## src/rtl/usb_bulk_pattern_src_if.sv

```systemverilog
// AXI4-Stream byte channel between the pattern source and the USB BULK IN endpoint.
// The master drives valid/last/data; the slave returns ready.
interface usb_bulk_pattern_src_if;
  logic       tvalid;
  logic       tready;
  logic       tlast;
  logic [7:0] tdata;

  modport master (output tvalid, output tlast, output tdata, input tready);
  modport slave  (input tvalid, input tlast, input tdata, output tready);
endinterface

```

## src/rtl/usb_bulk_pattern_src.sv

```systemverilog
// Bulk IN test-pattern source: bursts of fixed-length packets of counting or
// LFSR bytes, with a programmable packet count and a fixed inter-packet gap.
module usb_bulk_pattern_src #(
  parameter int         MAX_PACKET = 512,
  parameter int         LEN_BITS   = 10,
  parameter int         GAP        = 2,
  parameter logic [7:0] SEED       = 8'hA5
) (
  input  logic                clock,
  input  logic                areset_n,
  input  logic                enable_i,
  input  logic                mode_i,
  input  logic [LEN_BITS-1:0] length_i,
  input  logic [15:0]         count_i,
  usb_bulk_pattern_src_if.master m,
  output logic                busy_o,
  output logic                done_o,
  output logic [15:0]         pkts_o
);

  localparam logic [1:0] S_IDLE = 2'd0;
  localparam logic [1:0] S_SEND = 2'd1;
  localparam logic [1:0] S_GAP  = 2'd2;
  localparam logic [1:0] S_DONE = 2'd3;

  localparam int                  GAP_W    = $clog2(GAP + 2);
  localparam logic [GAP_W-1:0]    GAP_LOAD = GAP_W'((GAP > 0) ? GAP - 1 : 0);
  localparam logic [LEN_BITS-1:0] MAX_LEN  = LEN_BITS'(MAX_PACKET);

  function automatic logic [LEN_BITS-1:0] clamp_len(input logic [LEN_BITS-1:0] l);
    if (l == '0)
      clamp_len = LEN_BITS'(1);
    else if (l > MAX_LEN)
      clamp_len = MAX_LEN;
    else
      clamp_len = l;
  endfunction

  function automatic logic [15:0] sat_inc16(input logic [15:0] p);
    sat_inc16 = (p == 16'hFFFF) ? p : p + 16'd1;
  endfunction

  // 8-bit Galois LFSR, right shift, taps 8'hB8.
  function automatic logic [7:0] lfsr_next(input logic [7:0] s);
    lfsr_next = {1'b0, s[7:1]} ^ (s[0] ? 8'hB8 : 8'h00);
  endfunction

  // Assertion is immediate; release is retimed to the clock so all state
  // leaves reset on the same edge.
  logic [1:0] rst_sync;
  logic       rst_n_int;

  always_ff @(posedge clock or negedge areset_n) begin
    if (!areset_n)
      rst_sync <= 2'b00;
    else
      rst_sync <= {rst_sync[0], 1'b1};
  end

  assign rst_n_int = rst_sync[1];

  logic [1:0]          state;
  logic                mode_q;
  logic [LEN_BITS-1:0] len_q;
  logic [15:0]         cnt_q;
  logic [LEN_BITS-1:0] idx_q;
  logic [GAP_W-1:0]    gap_q;
  logic [7:0]          byte_q;
  logic [7:0]          lfsr_q;
  logic [15:0]         pkts_q;
  logic                done_q;

  logic        send_st;
  logic        beat_ok;
  logic        last_beat;
  logic [15:0] pkts_inc;

  assign send_st   = (state == S_SEND);
  assign last_beat = (idx_q == len_q - LEN_BITS'(1));
  assign beat_ok   = send_st && m.tready;
  assign pkts_inc  = sat_inc16(pkts_q);

  always_ff @(posedge clock or negedge rst_n_int) begin
    if (!rst_n_int) begin
      state  <= S_IDLE;
      mode_q <= 1'b0;
      len_q  <= LEN_BITS'(1);
      cnt_q  <= 16'd0;
      idx_q  <= '0;
      gap_q  <= '0;
      byte_q <= 8'h00;
      lfsr_q <= SEED;
      pkts_q <= 16'd0;
      done_q <= 1'b0;
    end else begin
      done_q <= 1'b0;
      case (state)
        S_IDLE: begin
          if (enable_i) begin
            state  <= S_SEND;
            mode_q <= mode_i;
            len_q  <= clamp_len(length_i);
            cnt_q  <= count_i;
            idx_q  <= '0;
            byte_q <= 8'h00;
            lfsr_q <= SEED;
            pkts_q <= 16'd0;
          end
        end
        S_SEND: begin
          if (beat_ok) begin
            // Both generators run; mode_q only picks which one is visible.
            byte_q <= byte_q + 8'd1;
            lfsr_q <= lfsr_next(lfsr_q);
            if (last_beat) begin
              idx_q  <= '0;
              pkts_q <= pkts_inc;
              if ((cnt_q != 16'd0) && (pkts_inc == cnt_q)) begin
                done_q <= 1'b1;
                state  <= S_DONE;
              end else if (!enable_i) begin
                state <= S_IDLE;
              end else if (GAP != 0) begin
                state <= S_GAP;
                gap_q <= GAP_LOAD;
              end
            end else begin
              idx_q <= idx_q + LEN_BITS'(1);
            end
          end
        end
        S_GAP: begin
          if (gap_q == '0)
            state <= enable_i ? S_SEND : S_IDLE;
          else
            gap_q <= gap_q - GAP_W'(1);
        end
        S_DONE: begin
          if (!enable_i)
            state <= S_IDLE;
        end
        default: state <= S_IDLE;
      endcase
    end
  end

  // Outputs derive from registered state only, so they hold while stalled.
  assign m.tvalid = send_st;
  assign m.tlast  = send_st && last_beat;
  assign m.tdata  = mode_q ? lfsr_q : byte_q;
  assign busy_o   = (state == S_SEND) || (state == S_GAP);
  assign done_o   = done_q;
  assign pkts_o   = pkts_q;

endmodule

```

## src/flat_wrapper.sv

```systemverilog
// flat-port wrapper written by rule: the top's interface ports become plain ports
module usb_bulk_pattern_src_flat 
#(
  parameter int         MAX_PACKET = 512,
  parameter int         LEN_BITS   = 10,
  parameter int         GAP        = 2,
  parameter logic [7:0] SEED       = 8'hA5
)
  (clock, areset_n, enable_i, mode_i, length_i, count_i, busy_o, done_o, pkts_o, m_tvalid, m_tlast, m_tdata, m_tready);
  usb_bulk_pattern_src_if m_i ();
  input  logic clock;
  input  logic areset_n;
  input  logic enable_i;
  input  logic mode_i;
  input  logic [LEN_BITS-1:0] length_i;
  input  logic [15:0] count_i;
  output logic busy_o;
  output logic done_o;
  output logic [15:0] pkts_o;
  output wire logic [$bits(m_i.tvalid)-1:0] m_tvalid;
  output wire logic [$bits(m_i.tlast)-1:0] m_tlast;
  output wire logic [$bits(m_i.tdata)-1:0] m_tdata;
  input wire logic [$bits(m_i.tready)-1:0] m_tready;
  assign m_tvalid = m_i.tvalid;
  assign m_tlast = m_i.tlast;
  assign m_tdata = m_i.tdata;
  assign m_i.tready = m_tready;
  usb_bulk_pattern_src #(.MAX_PACKET(MAX_PACKET), .LEN_BITS(LEN_BITS), .GAP(GAP), .SEED(SEED)) u_core (.clock(clock), .areset_n(areset_n), .enable_i(enable_i), .mode_i(mode_i), .length_i(length_i), .count_i(count_i), .m(m_i), .busy_o(busy_o), .done_o(done_o), .pkts_o(pkts_o));
endmodule
```

## config.mk

```make
export PLATFORM = sky130hd
export DESIGN_NAME = usb_bulk_pattern_src_flat
export DESIGN_NICKNAME = d
export VERILOG_FILES = /design/src/rtl/usb_bulk_pattern_src_if.sv /design/src/rtl/usb_bulk_pattern_src.sv /design/src/flat_wrapper.sv
export SDC_FILE = /design/constraint.sdc
export NUM_CORES = 1
export LEC_CHECK = 0
export CAP_MARGIN = 20
export CORE_ASPECT_RATIO = 1.1
export CORE_UTILIZATION = 56
export CTS_CLUSTER_SIZE = 12
export DETAILED_ROUTE_END_ITERATION = 8
export PLACE_DENSITY_LB_ADDON = 0.25
export SYNTH_ARGS = -nofsm -noshare
export SYNTH_HDL_FRONTEND = slang
export SYNTH_SLANG_ARGS = --single-unit
```

## constraint.sdc

```tcl
create_clock -name clock -period 2.97 [get_ports clock]
set_input_delay 0.4455 -clock clock [delete_from_list [all_inputs] [get_ports clock]]
set_output_delay 0.4455 -clock clock [all_outputs]
set_load 0.005 [all_outputs]
```

# --- Word-level counts from Yosys, hierarchy flattened ---
# Index checks and enable logic that the tools add are counted.
word_totals:
  n_memories: 0
  out_inout_bits: 28
  mem_bits_rw: 0
  in_bits: 31
  regBits: 76
  mem_bits_ro: 0
  latchBits: 0
classes:
  shifts: 0
  mul: 0
  muxes: 37
  div: 0
  magnitude_cmp: 1
  reduce_logical: 15
  eq_ne: 14
  bitwise_logic: 1
  addsub: 5
op_table:
  columns: ["operator", "count"]
  rows:
  - ["$mux W16", 4]
  - ["$mux W10", 5]
  - ["$mux W8", 6]
  - ["$pmux W16 S2", 1]
  - ["$pmux W8 S2", 2]
  - ["$mux W2", 11]
  - ["$pmux W10 S2", 1]
  - ["$add A16 B1 Y16 const B", 1]
  - ["$eq A16 B16 Y1", 1]
  - ["$eq A16 B16 Y1 const B", 1]
  - ["$reduce_bool A16 Y1", 1]
  - ["$ne A2 B2 Y1 const B", 7]
  - ["$add A10 B1 Y10 const B", 1]
  - ["$eq A10 B10 Y1", 1]
  - ["$gt A10 B10 Y1 const B", 1]
  - ["$logic_not A10 Y1", 1]
  - ["$sub A10 B1 Y10 const B", 1]
  - ["$add A8 B1 Y8 const B", 1]
  - ["$pmux W2 S4", 1]
  - ["$xor A7 B8 Y8", 1]
  - ["$reduce_and A6 Y1", 1]
  - ["$mux W1", 5]
  - ["$reduce_and A5 Y1", 1]
  - ["$eq A2 B2 Y1 const B", 2]
  - ["11 further kinds", 15]

# --- Logic depth before layout (Yosys ltp) ---
depth:
  word_depth: 8
  ltp_mapped: 11
  depth_no_buf: 10

# --- Worst setup path after synthesis ---
# No wires, ideal clock.
synth_timing:
  path_kind: "register to register"
  from: "reg u_core.pkts_q[0], in the netlist u_core.pkts_o[0]"
  to: "reg u_core.gap_q[0]"
  setup_slack_ns: 0.160
  path_stages_with_launch: 12
  n_path_buf: 2
  t_arrival_ns: 2.684
  path_cell_list: "dfrtp_1 ha_1 clkbuf_1 and3_1 clkbuf_1 and3_1 nor3b_1 a2111o_1 nor4_1 and4bb_2 a21oi_1 a221o_1"
synth_between:
  elab_chain_cells: 6
  word_cells_on_any_way: 7
  classes_between: "add/sub (1); eq/ne (3); mux (1); reduce/logical (2)"
synth_lines:
  columns: ["item", "line_no", "text"]
  rows:
  - ["from (decl)", "usb_bulk_pattern_src.sv:70", "logic [15:0] pkts_q;"]
  - ["from (signal assigned)", "usb_bulk_pattern_src.sv:117", "pkts_q <= pkts_inc;"]
  - ["$add A16 B1 Y16 / $eq A16 B16 Y1 (equally long branches)", "usb_bulk_pattern_src.sv:40", "sat_inc16 = (p == 16'hFFFF) ? p : p + 16'd1;"]
  - ["$mux W16 (*)", "usb_bulk_pattern_src.sv:40", null]
  - ["$eq A16 B16 Y1 (*)", "usb_bulk_pattern_src.sv:118", "if ((cnt_q != 16'd0) && (pkts_inc == cnt_q)) begin"]
  - ["$logic_and A1 B1 Y1 (*)", "usb_bulk_pattern_src.sv:118", null]
  - ["$ne A2 B2 Y1 (no line) (*)", null, null]
  - ["$reduce_and A6 Y1 (no line) (*)", null, null]
  - ["to (signal assigned)", "usb_bulk_pattern_src.sv:136", "gap_q <= gap_q - GAP_W'(1);"]
  - ["to (decl)", "usb_bulk_pattern_src.sv:67", "logic [GAP_W-1:0] gap_q;"]
# Every way passes the cells marked *; elsewhere a longest branch is shown, timed or not.
# A chain may end at the register's enable or synchronous reset.

# --- Worst setup path in the final report ---
layout_timing:
  from: "reg u_core.len_q[1]"
  to: "out m_tlast"
layout_between:
  elab_chain_cells: 3
layout_lines:
  columns: ["item", "line_no", "text"]
  rows:
  - ["from (decl)", "usb_bulk_pattern_src.sv:64", "logic [LEN_BITS-1:0] len_q;"]
  - ["from (signal assigned)", "usb_bulk_pattern_src.sv:102", "len_q <= clamp_len(length_i);"]
  - ["$sub A10 B1 Y10", "usb_bulk_pattern_src.sv:79", "assign last_beat = (idx_q == len_q - LEN_BITS'(1));"]
  - ["$eq A10 B10 Y1", "usb_bulk_pattern_src.sv:79", null]
  - ["$logic_and A1 B1 Y1", "usb_bulk_pattern_src.sv:149", "assign m.tlast = send_st && last_beat;"]
  - ["to (decl)", "flat_wrapper.sv:21", "output wire logic [$bits(m_i.tlast)-1:0] m_tlast;"]
# No other way between the ends.

==> impl_metrics.sql <==
INSERT INTO impl_metrics (metric_group, metric, value, unit) VALUES
('outcome', 'run_status', 'complete, but fails checks', ''),
('outcome', 'failed_checks', 'setup timing', ''),
('worst_setup_path', 'r2r_slack', '0.09', 'ns'),
('worst_setup_path', 'timing.critical_path.required', '2.52', 'ns'),
('place', 'io_buffers', '58', ''),
('worst_setup_path', 'critical_path.reg2reg.startpoint', 'u_core.pkts_o[5]', ''),
('synthesis', 'synth_enable_flop_cells', '0', ''),
('synthesis', 'netlist.area_leader.share', '0.3782', ''),
('clocking', 'clkSinkCount', '76', ''),
('floorplan', 'starting_utilization_of_the_core_area', '0.5843', ''),
('sta', 'relSlewSlack', '0.5026', ''),
('layout', 'diodes', '0', ''),
('sta', 'postLayoutSetupSlackWorst', '-0.02146', 'ns'),
('worst_setup_path', 'setup.worst_path.start', 'u_core.len_q[1]', ''),
('synthesis', 'synth.cells.most_frequent', 'dfrtp_1, nor2_1, nand2_1', ''),
('clocking', 'clkTransAtPathRegs', '0.08', 'ns'),
('clocking', 'tritoncts', 'yes', ''),
('drt', 'wl_met1', '5323', 'µm'),
('drt', 'viasPerCell', '6.119', ''),
('clocking', 'clk_root_buf', 'clkbuf_8', ''),
('sta', 'final_max_slew_viol_count', '0', ''),
('min_path', 'kind_of_path_behind_the_tightest_hold_check', 'in2async', ''),
('layout', 'synthToLayoutAreaGrowth', '27.67', '%'),
('sta', 'timing.final.crit_share', '1.007', ''),
('clocking', 'cts_buffers', '9', ''),
('worst_setup_path', 'setup.worst_path.end_class', 'primary output', ''),
('sta', 'fin_hold_ws', '0.2363', 'ns'),
('synthesis', 'synthTopCellsByArea', 'dfrtp_1, mux2_2, xnor2_1', ''),
('sta', 'rsz0062_at_grt', 'yes', ''),
('synthesis', 'synthCells', '513', ''),
('floorplan', 'die-area', '0.008760', 'mm²'),
('worst_setup_path', 'cp.arrival', '2.55', 'ns'),
('sta', 'final_period_minus_worst_setup_slack', '2.991', 'ns'),
('sta', 'clock.fmax', '334.3', 'MHz'),
('place', 'place_area', '0.005608', 'mm²'),
('synthesis', 'most_common_cell_in_the_netlist', 'dfrtp_1', ''),
('synthesis', 'synthArstFlopShare', '1.000', ''),
('clocking', 'clock_path_buffers', '2', ''),
('global_routing', 'grt_use_total', '0.3210', ''),
('worst_setup_path', 'startpoint_type', 'flip-flop', ''),
('drt', 'met3RoutedLength', '653', 'µm'),
('sta', 'clock-skew-final', '0.01442', 'ns'),
('synthesis', 'syn-mean-instance-area', '9.158', 'µm²'),
('global_routing', 'grt_first_pass_wirelength', '21420', 'µm'),
('layout', 'final_cell_area', '0.005998', 'mm²'),
('global_routing', 'globalRouteOverflowTotal', '0', ''),
('synthesis', 'yosysWarningCount', '0', ''),
('drt', 'dr_total_vias', '4418', ''),
('worst_setup_path', 'worst-r2r-cell-count', '7', ''),
('synthesis', 'yosysUniqueCellTypes', '59', ''),
('global_routing', 'grt_start_max_net_pins', '32', ''),
('worst_setup_path', 'timing.critical_path.cells', 'inv_1, ha_4, nor3b_4, xnor2_1, a211o_1, a2111oi_4, buf_4, and2_4, buf_2', ''),
('run', 'max-cap-violations', '0', ''),
('synthesis', 'synth_nets', '553', ''),
('worst_setup_path', 'timing_worst_setup_path_type', 'reg2out', ''),
('power', 'power.leakage', '2.526', 'nW'),
('clocking', 'post_cts_hold_buffer_count', '0', ''),
('drt', 'wl_per_cell', '18.29', 'µm'),
('clocking', 'worst_skew_pair.late_latency', '0.36', 'ns'),
('floorplan', 'die_x', '89.33', 'µm'),
('drt', 'detail_route.drc_violations', '0', ''),
('sta', 'timing.final.setup_violations', '1', ''),
('place', 'dp_slack', '-0.05997', 'ns'),
('global_routing', 'first_global_vias', '4489', ''),
('floorplan', 'placementRows', '34', ''),
('worst_setup_path', 'critical-path-slowest-cell', 'dfrtp_1', ''),
('drt', 'drtIter0Drc', '313', ''),
('place', 'place.gp.congestion', '0.9500', ''),
('power', 'pwr_dens', '813.9', 'mW/mm²'),
('synthesis', 'synth_sequential_area_ratio', '0.4061', ''),
('sta', 'worst_pin_slew', '0.7460', 'ns');
cell type report:
| type | instances | area, µm² |
|---|---|---|
| Clock buffer | 11 | 141.4 |
| Clock inverter | 5 | 28.78 |
| Fill cell | 583 | 2042 |
| Inverter | 17 | 63.81 |
| Multi-Input combinational cell | 394 | 2726 |
| Sequential cell | 76 | 1909 |
| Tap cell | 108 | 135.1 |
| Timing Repair Buffer | 111 | 993.5 |
kinds of logic after synthesis:
family	share of synthesized area
compound gates	0.1601
xor+xnor	0.09241
fa+ha+maj	0.02610
buf+inv	0.03648
flops	0.4061
mux	0.06684
other cells	0.0007982
simple gates	0.2112
state kept, by name, summed over array words and instances (netlist names):
signal	cells
u_core.pkts_o	16
u_core.len_q	10
u_core.done_o	1
u_core.idx_q	10
u_core.byte_q	8
u_core.rst_sync	2
u_core.state	2
u_core.mode_q	1
u_core.lfsr_q	8
u_core.gap_q	2
u_core.cnt_q	16
report_power, final:
part           leakage, nW  internal (mW)  total [mW]  switching [mW]
clock network       0.0928          0.322       0.718           0.395
logic                 1.46           1.19        2.42            1.23
registers            0.976           1.35        1.75           0.394
total                 2.53           2.86        4.88            2.02
cell usage in the layout, fill, tap and decap left out, types with 10 or more instances in the layout:
master | netlist | final
a21oi_1 | 23 | 21
a31oi_1 | 10 | 10
buf_4 | 0 | 50
clkbuf_8 | 0 | 10
clkdlybuf4s50_1 | 0 | 57
dfrtp_1 | 71 | 70
inv_1 | 16 | 15
mux2_2 | 27 | 27
nand2_1 | 44 | 43
nand3_1 | 23 | 22
nand4_1 | 12 | 12
nor2_1 | 52 | 51
nor4_1 | 12 | 11
o21ai_0 | 28 | 25
xnor2_1 | 26 | 26
xor2_1 | 21 | 21
how the worst min path moves through the flow:
stage | slack [ns] | cells past startpoint | end
final | 0.24 | 1 | u_core.rst_sync[1]
after global routing | 0.24 | 1 | u_core.rst_sync[1]
after floorplan | 0.15 | 0 | u_core.rst_sync[0]
after CTS | 0.23 | 1 | u_core.rst_sync[0]
after global placement | 0.34 | 0 | u_core.len_q[9]
after detailed placement | 0.34 | 0 | u_core.rst_sync[1]
layer usage:
| metal | vias up | GRT usage |
|---|---|---|
| met3 | 50 | 0.05072 |
| li1 | 2048 | - |
| met1 | 2149 | 0.3861 |
| met2 | 171 | 0.5461 |
| met5 | - | 0 |
| met4 | 0 | 0.1636 |
worst max-delay path: cells and delay by family (launching register included):
family,cells,cell delay [ns]
xor+xnor,1,0.15
flops,1,0.42
buf+inv,3,0.42
simple gates,2,0.41
compound gates,2,0.64
fa+ha+maj,1,0.15
per-stage QoR:
stage / util / setup TNS (ns) / std cells
after global placement: 0.6975 / -0.02864 / 693
final: 0.7460 / -0.02146 / 722
after CTS: 0.7397 / 0 / 722
after floorplan: - / 0 / 513
after detailed placement: 0.6975 / -0.1236 / 693
after global routing: 0.7460 / -0.1189 / 722
repair_timing:
| action | CTS | global route |
|---|---|---|
| endpoints found under the setup margin | 6 | 18 |
| pin swaps | 9 | 9 |
| gates resized for setup | 19 | 16 |
| gates cloned | 1 | 0 |
| setup buffers | 14 | 1 |
Power figures use the tool's default switching activity.
